--- src/rtl/arith_seq_pkg.sv ---
// Shared constants for the three-address arithmetic order sequencer:
// opcode encodings, one-hot state indices and the default watchdog limit.
package arith_seq_pkg;

    localparam logic [2:0] OP_ADD = 3'd0;
    localparam logic [2:0] OP_SUB = 3'd1;
    localparam logic [2:0] OP_MUL = 3'd2;
    localparam logic [2:0] OP_DIV = 3'd3;
    localparam logic [2:0] OP_AND = 3'd4;

    localparam int DEF_TIMEOUT = 96;

    localparam int unsigned S_IDLE  = 0;
    localparam int unsigned S_ERR   = 1;
    localparam int unsigned S_CLR_A = 2;
    localparam int unsigned S_RD1   = 3;
    localparam int unsigned S_LD1   = 4;
    localparam int unsigned S_MV_A  = 5;
    localparam int unsigned S_RD2   = 6;
    localparam int unsigned S_LD2   = 7;
    localparam int unsigned S_MV_B  = 8;
    localparam int unsigned S_ORD   = 9;
    localparam int unsigned S_WAIT  = 10;
    localparam int unsigned S_FIX   = 11;
    localparam int unsigned S_WR    = 12;
    localparam int unsigned S_DONE  = 13;
    localparam int unsigned S_OVF   = 14;
    localparam int unsigned S_ABT   = 15;

    typedef enum logic [15:0] {
        IDLE     = 16'd1 << S_IDLE,
        ERR      = 16'd1 << S_ERR,
        CLR_A    = 16'd1 << S_CLR_A,
        RD1      = 16'd1 << S_RD1,
        LD1      = 16'd1 << S_LD1,
        MV_A     = 16'd1 << S_MV_A,
        RD2      = 16'd1 << S_RD2,
        LD2      = 16'd1 << S_LD2,
        MV_B     = 16'd1 << S_MV_B,
        ORD      = 16'd1 << S_ORD,
        WAIT_ANS = 16'd1 << S_WAIT,
        FIX      = 16'd1 << S_FIX,
        WR       = 16'd1 << S_WR,
        DONE     = 16'd1 << S_DONE,
        OVF      = 16'd1 << S_OVF,
        ABT      = 16'd1 << S_ABT
    } state_e;

    function automatic logic op_legal(input logic [2:0] op);
        return (op <= OP_AND);
    endfunction

endpackage

--- src/rtl/arith_seq_wdog.sv ---
// Watchdog for the arithmetic-control answer: cleared when the order fires,
// counts while waiting, flags expiry on the last allowed cycle.
module arith_seq_wdog
    import arith_seq_pkg::*;
#(
    parameter int TIMEOUT = DEF_TIMEOUT,
    parameter int CNT_W   = 7
) (
    input  logic clk,
    input  logic reset,
    input  logic clr,
    input  logic en,
    output logic expired
);

    logic [CNT_W-1:0] cnt_r;

    // Wait-cycle counter
    always_ff @(posedge clk) begin
        if (reset) begin
            cnt_r <= '0;
        end else if (clr) begin
            cnt_r <= '0;
        end else if (en) begin
            cnt_r <= cnt_r + CNT_W'(1);
        end else begin
            cnt_r <= cnt_r;
        end
    end

    assign expired = (cnt_r == CNT_W'(TIMEOUT - 1));

endmodule

--- src/rtl/arith_seq.sv ---
// Sequencer for one three-address arithmetic order: load A and B from memory,
// fire the order, wait for the answer (with watchdog), write C back.
module arith_seq
    import arith_seq_pkg::*;
#(
    parameter int ADDR_W  = 12,
    parameter int TIMEOUT = DEF_TIMEOUT,
    parameter int CNT_W   = 7
) (
    input  logic              clk,
    input  logic              reset,
    input  logic              start_from_op,
    input  logic [2:0]        opcode_from_op,
    input  logic [ADDR_W-1:0] addr1_from_op,
    input  logic [ADDR_W-1:0] addr2_from_op,
    input  logic [ADDR_W-1:0] addr3_from_op,
    input  logic              abort_from_op,
    input  logic              mem_ack_from_mem,
    input  logic              ac_answer_from_ac,
    output logic              mem_rd_req_to_mem,
    output logic              mem_wr_req_to_mem,
    output logic [ADDR_W-1:0] mem_addr_to_mem,
    output logic              do_clear_a_to_ac,
    output logic              do_mem_to_c_to_ac,
    output logic              do_move_c_to_a_to_ac,
    output logic              do_move_c_to_b_to_ac,
    output logic              do_move_b_to_c_to_ac,
    output logic              order_add_to_ac,
    output logic              order_sub_to_ac,
    output logic              order_mul_to_ac,
    output logic              order_div_to_ac,
    output logic              order_and_to_ac,
    output logic              busy_to_op,
    output logic              done_to_op,
    output logic              ovf_to_op,
    output logic              illegal_to_op
);

    state_e            state_r;
    state_e            state_s;
    logic [2:0]        opcode_r;
    logic [ADDR_W-1:0] addr1_r;
    logic [ADDR_W-1:0] addr2_r;
    logic [ADDR_W-1:0] addr3_r;
    logic [ADDR_W-1:0] addr_s;
    logic              wd_expired_s;

    arith_seq_wdog #(.TIMEOUT(TIMEOUT), .CNT_W(CNT_W)) u_wdog (
        .clk     (clk),
        .reset   (reset),
        .clr     (state_r == ORD),
        .en      (state_r == WAIT_ANS),
        .expired (wd_expired_s)
    );

    // Next-state logic; abort overrides everything except idle and abort itself
    always_comb begin
        state_s = state_r;
        if ((state_r != IDLE) && (state_r != ABT) && abort_from_op) begin
            state_s = ABT;
        end else begin
            case (state_r)
                IDLE: begin
                    if (start_from_op) begin
                        if (op_legal(opcode_from_op)) begin
                            state_s = CLR_A;
                        end else begin
                            state_s = ERR;
                        end
                    end else begin
                        state_s = IDLE;
                    end
                end
                CLR_A:    state_s = RD1;
                RD1:      state_s = mem_ack_from_mem ? LD1 : RD1;
                LD1:      state_s = MV_A;
                MV_A:     state_s = RD2;
                RD2:      state_s = mem_ack_from_mem ? LD2 : RD2;
                LD2:      state_s = MV_B;
                MV_B:     state_s = ORD;
                ORD:      state_s = WAIT_ANS;
                WAIT_ANS: begin
                    // an answer on the expiry cycle still counts
                    if (ac_answer_from_ac) begin
                        if ((opcode_r == OP_DIV) || (opcode_r == OP_AND)) begin
                            state_s = FIX;
                        end else begin
                            state_s = WR;
                        end
                    end else if (wd_expired_s) begin
                        state_s = OVF;
                    end else begin
                        state_s = WAIT_ANS;
                    end
                end
                FIX:      state_s = WR;
                WR:       state_s = mem_ack_from_mem ? DONE : WR;
                default:  state_s = IDLE;
            endcase
        end
    end

    // Address for the request of the upcoming state
    always_comb begin
        case (state_s)
            RD1:     addr_s = addr1_r;
            RD2:     addr_s = addr2_r;
            WR:      addr_s = addr3_r;
            default: addr_s = '0;
        endcase
    end

    // State register and operand latch
    always_ff @(posedge clk) begin
        if (reset) begin
            state_r  <= IDLE;
            opcode_r <= 3'd0;
            addr1_r  <= '0;
            addr2_r  <= '0;
            addr3_r  <= '0;
        end else begin
            state_r <= state_s;
            if ((state_r == IDLE) && start_from_op) begin
                opcode_r <= opcode_from_op;
                addr1_r  <= addr1_from_op;
                addr2_r  <= addr2_from_op;
                addr3_r  <= addr3_from_op;
            end else begin
                opcode_r <= opcode_r;
                addr1_r  <= addr1_r;
                addr2_r  <= addr2_r;
                addr3_r  <= addr3_r;
            end
        end
    end

    // Outputs are registered from the next state so they line up with the state
    always_ff @(posedge clk) begin
        if (reset) begin
            mem_rd_req_to_mem    <= 1'b0;
            mem_wr_req_to_mem    <= 1'b0;
            mem_addr_to_mem      <= '0;
            do_clear_a_to_ac     <= 1'b0;
            do_mem_to_c_to_ac    <= 1'b0;
            do_move_c_to_a_to_ac <= 1'b0;
            do_move_c_to_b_to_ac <= 1'b0;
            do_move_b_to_c_to_ac <= 1'b0;
            order_add_to_ac      <= 1'b0;
            order_sub_to_ac      <= 1'b0;
            order_mul_to_ac      <= 1'b0;
            order_div_to_ac      <= 1'b0;
            order_and_to_ac      <= 1'b0;
            busy_to_op           <= 1'b0;
            done_to_op           <= 1'b0;
            ovf_to_op            <= 1'b0;
            illegal_to_op        <= 1'b0;
        end else begin
            mem_rd_req_to_mem    <= (state_s == RD1) || (state_s == RD2);
            mem_wr_req_to_mem    <= (state_s == WR);
            mem_addr_to_mem      <= addr_s;
            do_clear_a_to_ac     <= (state_s == CLR_A) || (state_s == OVF) || (state_s == ABT);
            do_mem_to_c_to_ac    <= (state_s == LD1) || (state_s == LD2);
            do_move_c_to_a_to_ac <= (state_s == MV_A);
            do_move_c_to_b_to_ac <= (state_s == MV_B);
            do_move_b_to_c_to_ac <= (state_s == FIX);
            order_add_to_ac      <= (state_s == ORD) && (opcode_r == OP_ADD);
            order_sub_to_ac      <= (state_s == ORD) && (opcode_r == OP_SUB);
            order_mul_to_ac      <= (state_s == ORD) && (opcode_r == OP_MUL);
            order_div_to_ac      <= (state_s == ORD) && (opcode_r == OP_DIV);
            order_and_to_ac      <= (state_s == ORD) && (opcode_r == OP_AND);
            busy_to_op           <= (state_s != IDLE);
            done_to_op           <= (state_s == DONE);
            ovf_to_op            <= (state_s == OVF);
            illegal_to_op        <= (state_s == ERR);
        end
    end

endmodule

--- config.mk ---
export PLATFORM = sky130hd
export DESIGN_NAME = arith_seq
export DESIGN_NICKNAME = d
export VERILOG_FILES = /design/src/rtl/arith_seq_pkg.sv /design/src/rtl/arith_seq_wdog.sv /design/src/rtl/arith_seq.sv
export SDC_FILE = /design/constraint.sdc
export NUM_CORES = 1
export LEC_CHECK = 0
export CORE_MARGIN = 4
export CORE_UTILIZATION = 50
export CTS_CLUSTER_SIZE = 12
export DETAILED_ROUTE_END_ITERATION = 6
export PLACE_DENSITY = 0.89
export SETUP_SLACK_MARGIN = 0.15
export SYNTH_ARGS = -nofsm -noshare
export SYNTH_HDL_FRONTEND = slang
export SYNTH_SLANG_ARGS = --single-unit
--- constraint.sdc ---
create_clock -name clk -period 2.3 [get_ports clk]
set_input_delay 0.345 -clock clk [delete_from_list [all_inputs] [get_ports clk]]
set_output_delay 0.345 -clock clk [all_outputs]
set_load 0.1 [all_outputs]
==> results of run 1 <==
-- report_power, final --
group	total [W]	switching (W)	leakage (nW)	internal [W]
clock network	0.00103	0.000534	0.0921	0.000494
registers	0.00167	0.0000416	0.732	0.00162
logic	0.000436	0.000255	0.832	0.000181
total	0.00313	0.000831	1.66	0.00230
-- registers in the layout, summed over array words and instances (netlist names), 3 cells and up --
register / cells
state_r: 16
addr1_r: 12
addr2_r: 12
addr3_r: 12
mem_addr_to_mem: 12
u_wdog.cnt_r: 7
opcode_r: 3
-- repair_timing --
action | CTS | global route
endpoints found under the setup margin | 1 | 12
buffers inserted | 0 | 2
gates cloned | 0 | 0
gates resized for setup | 1 | 5
endpoints found under the hold margin | 0 | 0
pin swaps | 0 | 5
-- per-stage QoR --
| stage | instances | setup WS, ps | instance area, um2 |
|---|---|---|---|
| 4_1_cts | 546 | 157.9 | 4397 |
| 2_1_floorplan | 390 | 184.5 | 3452 |
| 5_1_grt | 548 | 154.0 | 4429 |
| 6_report | 548 | 227.8 | 4429 |
| 3_5_place_dp | 531 | 125.0 | 4204 |
| 3_3_place_gp | 531 | 222.3 | 4204 |
-- worst max-delay path, delay by kind of cell (launching register included) --
| kind | cells | cell delay, ps |
|---|---|---|
| buffers and inverters | 1 | 200 |
| DFF | 1 | 380 |
| and+or+nand+nor | 4 | 1400 |
-- layout make-up --
type	instances	area share, %
Clock inverter	5	1.271
Multi-Input combinational cell	269	34.89
Tap cell	80	2.260
Timing Repair Buffer	88	17.40
Inverter	6	0.5085
Sequential cell	90	40.79
Clock buffer	10	2.881
-- layer usage --
| metal | track usage (%) | vias up | wire (um) |
|---|---|---|---|
| met4 | 6.533 | 0 | 113 |
| li1 | - | 1507 | - |
| met1 | 24.80 | 1442 | 3460 |
| met2 | 33.97 | 132 | 3990 |
| met5 | 0 | - | 0 |
| met3 | 4.805 | 16 | 633 |
-- cells by family (layout without fill, tap and decap cells) --
family	count (synthesis)	in the layout
fa+ha+maj	1	1
buf+inv	31	109
simple gates	186	186
flops	90	90
compound gates	73	73
xor+xnor	9	9
-- final timing paths --
kind / start / endpoint / slack (ps) / cells after the start
worst max-delay path: state_r[7]$_SDFF_PP0_ / order_mul_to_ac$_SDFF_PP0_ / 230 / 5
worst min-delay path: addr2_r[5]$_SDFFE_PP0P_ / addr2_r[5]$_SDFFE_PP0P_ / 460 / 2
worst min register to register: addr2_r[5]$_SDFFE_PP0P_ / addr2_r[5]$_SDFFE_PP0P_ / 460 / 2
worst max register to register: state_r[7]$_SDFF_PP0_ / order_mul_to_ac$_SDFF_PP0_ / 230 / 5
-- layout by cell type, fill, tap and decap left out, types with 4 or more instances in the layout --
| cell | netlist | layout |
|---|---|---|
| a21oi_1 | 48 | 48 |
| a222oi_1 | 6 | 6 |
| a32oi_1 | 6 | 6 |
| buf_4 | 0 | 44 |
| clkbuf_8 | 0 | 9 |
| clkdlybuf4s50_1 | 0 | 44 |
| dfxtp_1 | 90 | 88 |
| inv_1 | 5 | 5 |
| nand2_1 | 91 | 91 |
| nand3_1 | 4 | 4 |
| nand4_1 | 10 | 10 |
| nor2_1 | 26 | 26 |
| nor2b_1 | 4 | 4 |
| nor3_1 | 12 | 12 |
| nor3b_1 | 4 | 4 |
| xnor2_1 | 4 | 4 |
| xor2_1 | 5 | 5 |
==> key figures, run 1 <==
Outcome
  • Status: complete, no violations

Worst setup path
  • CP Data Required Time: 2580 ps
  • CP Capture Type: flop
  • Worst-path cell chain: nor4_4 -> buf_4 -> nand4_1 -> or4b_4 -> nor4b_4
  • Crit path DAT: 2350 ps
  • Worst Setup Path Type: flop to flop
  • Max incr delay on CP: 610 ps
  • CP max FO: 8
  • Worst setup SP type: flop
  • Slowest CP cell: or4b_4

STA
  • Final Cycle Share: around 90%
  • Tmin final: 2072 ps
  • Layout Skew: about 8.6 ps
  • Worst Max-Slew Pin Slew: 483.5 ps
  • Setup violators final: 0
  • Worst Hold Margin: 455.1 ps
  • Unrepaired setup endpoints after global routing: false
  • Fmax: 0.4826 GHz
  • Slew Limit Fails: 0
  • Final Hold Vio Count: 0
  • Max-Slew Margin vs Limit: about 68%
  • Final setup TNS: 0 ps

Drt
  • Drt via density: about 5.7
  • # DRC: 0
  • Final WL: 8198 um
  • TritonRoute pass-1 iters: 5
  • Final ANT Viol Nets: 0
  • Total number of vias: between 3000 and 4000
  • Wirelength per Cell: around 15 um
  • Initial DRC Count: about 190

Flow run
  • Maxcap violations: 0

Place
  • HPWL after detailed placement: 5732 um
  • Port Buffer Count: between 70 and 80
  • Placer Congestion: 0.8898

Final layout
  • Share of post-route cells with drive strength above 1: between 10% and 20%
  • FF/Latch Area: 0.001807 mm2
  • Filler cell count: approximately 560
  • Multi-input gate area: between 0.0015 and 0.002 mm2
  • Final Util: 65.56%
  • Ant. Diodes: 0
  • Nets: 510
  • Layout area overhead: 28.31%

Yosys
  • Post-synth net total: 436
  • Post-synthesis mux area share: 0%
  • Number of synthesized flops with an enable pin: 0
  • Main synth FF type: dfxtp_1
  • Post-Synth Adder-Cell Area: less than 1%
  • Avg Synthesized Cell Area: 8.851 um2
  • Top post-synthesis cells by count: 91 x nand2_1, 90 x dfxtp_1, 48 x a21oi_1
  • Most common cell in the synthesized netlist: nand2_1
  • Top cells by area, synth: dfxtp_1 52%, nand2_1 9.9%, a21oi_1 7.0%
  • Fraction of registers with async set/reset: 0%
  • Synth cell types: 47
  • Synth Area in Compound Gates: 13.16%
  • Seq/Total Area, Yosys: 52.19%
  • Cell Area, Synth: 0.003452 mm2
  • Post-synth top area cell: dfxtp_1
  • Synth Register Bits: 90
  • Post-synth top area share: around 52%
  • Post-Synth Simple-Gate Area: 28.34%
  • Largest family of logic cells by synthesized area: simple AND/OR/NAND/NOR gates
  • Ys Warns: 0
  • Post-Synthesis Cells: 390
  • XOR/XNOR Fraction of Synth Area: 2.283%

Clock network
  • Clk sink count: 90
  • Htree depth: 3
  • TritonCTS buffer count: 9
  • Post-CTS Hold Buffers: 0
  • Worst-path clk slew: 90 ps
  • Clock latency on the worst-skew pair: around 360 ps
  • Clk buf depth: 2
  • CTS root buf: clkbuf_8
  • CTS tree: yes

Pwr
  • LEAKAGE: approximately 1.7 nW
  • Total Power: 0.003130 W
  • Maximum VDD drop: 0.0004013 V
  • Pwr dens: a little over 700 mW/mm2

Global route
  • First-pass GRT wire length: 13540 um
  • Antenna violations before repair: 0
  • Gr usage total: 19.96%
  • Vias in the first global route: 3000
  • Pin count of the biggest net entering global routing: 48
  • Grt ovf: 0

Min path
  • Worst hold path type: flop to flop

Die
  • # rows: 30
  • Die H: 91.09 um
  • Total die area: 0.008297 mm2
  • Core area: 0.006756 mm2
  • Die width: roughly 91 um
  • Starting Density: 51.09%
  • Io pins: 73
No activity file was read; power rests on OpenSTA's default activity.
==> run 2: changes to the inputs <==
Settings changed: CTS_CLUSTER_DIAMETER from default to 40.
==> results of run 2 <==
Same layout as run 1: the final DEF is identical, and so are final timing and power.
==> run 3: changes to the inputs <==
Settings changed: CORE_UTILIZATION 50 to 56, DONT_BUFFER_PORTS from default to 1, PLACE_DENSITY 0.89 to 0.84.
Clock period 2.3 ns to 1.75 ns, I/O delays scaled along.
==> key figures, run 3 (synthesis results as in run 1) <==
Final layout
  • Commonest non-fill, non-tap cell in the layout: dfxtp_1
  • Share of post-route cells with drive strength above 1: 46.93%
  • Design Area, Final: 0.005275 mm2
  • Layout area overhead: 52.81%
  • Max reg flops: 16
  • Filler cell count: between 200 and 250
  • Most frequent cells in the layout: 82 x dfxtp_1, 77 x buf_4, 64 x nand2_1
  • Ant. Diodes: 0
  • Largest Register: state_r
  • Nets: 529

Die
  • Total die area: 0.007485 mm2
  • # rows: 28
  • Die H: 86.52 um
  • Starting Density: 57.96%
  • Die width: 86.52 um
  • Io pins: 73
  • Core area: approximately 0.0060 mm2

Drt
  • # DRC: 1
  • Final WL: 16430 um
  • Total number of vias: roughly 4000
  • Drt via density: around 7.1
  • Wirelength per Cell: 29.19 um
  • Initial DRC Count: 522
  • Final ANT Viol Nets: 0
  • TritonRoute pass-1 iters: 7

Place
  • Pre-CTS worst setup slack: -254.5 ps
  • Port Buffer Count: 0
  • Placer Congestion: 0.9886
  • HPWL after detailed placement: 5918 um
  • Placed inst area: roughly 0.0040 mm2

Outcome
  • Failing checks: DRC, hold timing, setup timing
  • Status: finished with violations

Global route
  • Vias in the first global route: 4018
  • Gr usage total: 39.59%
  • First-pass GRT wire length: 22290 um
  • Grt ovf: 0
  • Antenna violations before repair: 0
  • Pin count of the biggest net entering global routing: 49

STA
  • Setup violators final: 84
  • Max-Slew Margin vs Limit: 29.69%
  • Worst Hold Margin: -61.60 ps
  • Final Cycle Share: 128.1%
  • Layout Skew: 16.28 ps
  • Unrepaired setup endpoints after global routing: true
  • Final Hold Vio Count: 44
  • Slew Limit Fails: 0
  • Fmax: 0.4462 GHz
  • Tmin final: 2241 ps
  • Final setup margin: -491.0 ps
  • Worst Max-Slew Pin Slew: 1044 ps

Worst setup path
  • CP Capture Type: flop
  • CP Data Required Time: between 2000 and 2500 ps
  • CP max FO: 4
  • Worst setup SP type: flop
  • FF-to-FF setup slack: -490 ps
  • Crit path DAT: 2500 ps
  • Worst Setup Path Type: flop to flop

Pwr
  • Pwr dens: about 920 mW/mm2
  • LEAKAGE: between 2 and 2.5 nW
  • Maximum VDD drop: 0.0009466 V

Clock network
  • Clk buf depth: 2
  • CTS tree: yes
  • Clk sink count: 90
  • Worst-path clk slew: 100 ps
  • Htree depth: 3
  • CTS root buf: clkbuf_8
  • Clock latency on the worst-skew pair: 390 ps
  • TritonCTS buffer count: 9

Min path
  • Worst hold path type: input pin to flop

Flow run
  • Maxcap violations: 0
==> run 3: changes by cell type in the layout (fill, tap and decap cells not counted), moves of 15 or more <==
cell,change
a21oi_2,+21
buf_6,+15
buf_4,+33
nand2_4,+15
a21oi_1,-21
nand2_1,-27
clkdlybuf4s50_1,-44
==> run 3: area by class of cell <==
type | count | area (um2) | share of cell area (%)
Clock buffer | 11 | 131.4 | 2.491
Clock inverter | 5 | 63.81 | 1.210
Inverter | 6 | 22.52 | 0.4269
Multi-Input combinational cell | 269 | 2049 | 38.85
Sequential cell | 90 | 1819 | 34.49
Tap cell | 75 | 93.84 | 1.779
Timing Repair Buffer | 107 | 1095 | 20.75
==> run 3: per-layer routing <==
layer,part of all wire [%],vias to the layer above,track usage (%)
met3,11,175,11.03
met5,0,-,0
met1,33,1843,42.96
met2,45,446,66.90
li1,-,1553,-
met4,11,0,26.63
==> run 3: stage by stage <==
| step | TNS (ps) | instances | total power (W) | util, % | hold slack, ps |
|---|---|---|---|---|---|
| 2_1_floorplan | -2107 | 390 | 0.002625 | - | 398.5 |
| 3_3_place_gp | -3393 | 512 | 0.002729 | 67.82 | 344.4 |
| 3_5_place_dp | -7135 | 512 | 0.002752 | 67.82 | 346.0 |
| 4_1_cts | -8032 | 554 | 0.004557 | 84.66 | -48.70 |
| 5_1_grt | -31140 | 563 | 0.004955 | 88.57 | -63.27 |
| 6_report | -26520 | 563 | 0.004873 | 88.57 | -61.60 |
==> run 3: worst paths after layout <==
path | depth (start not counted) | start | to
setup / recovery | 6 | state_r[13]$_SDFF_PP0_ | state_r[0]$_SDFF_PP1_
hold / removal | 1 | reset | addr3_r[3]$_SDFFE_PP0P_
setup reg to reg | 6 | state_r[13]$_SDFF_PP0_ | state_r[0]$_SDFF_PP1_
hold reg to reg | 2 | addr3_r[3]$_SDFFE_PP0P_ | addr3_r[3]$_SDFFE_PP0P_
==> run 3: critical path, stage by stage, from the launching register on <==
cell and delay (ps):
dfxtp_4 370, nor4_4 430, buf_4 240, nand4_1 290
o221ai_4 330, nor4_4 80, or3_4 380
==> run 3: where the power goes <==
| group | internal (W) | switching (W) | total [W] | leakage (nW) |
|---|---|---|---|---|
| combinational | 0.000528 | 0.000631 | 0.00116 | 1.23 |
| sequential | 0.00213 | 0.0000673 | 0.00220 | 0.735 |
| clock | 0.000673 | 0.000840 | 0.00151 | 0.0941 |
==> run 3: repair_timing <==
action | CTS | global route
cloned | 7 | 1
hold endpoints to repair | 45 | 44
pin swaps | 52 | 14
endpoints found under the setup margin | 89 | 90
setup buffers | 19 | 8
gates resized for setup | 122 | 39
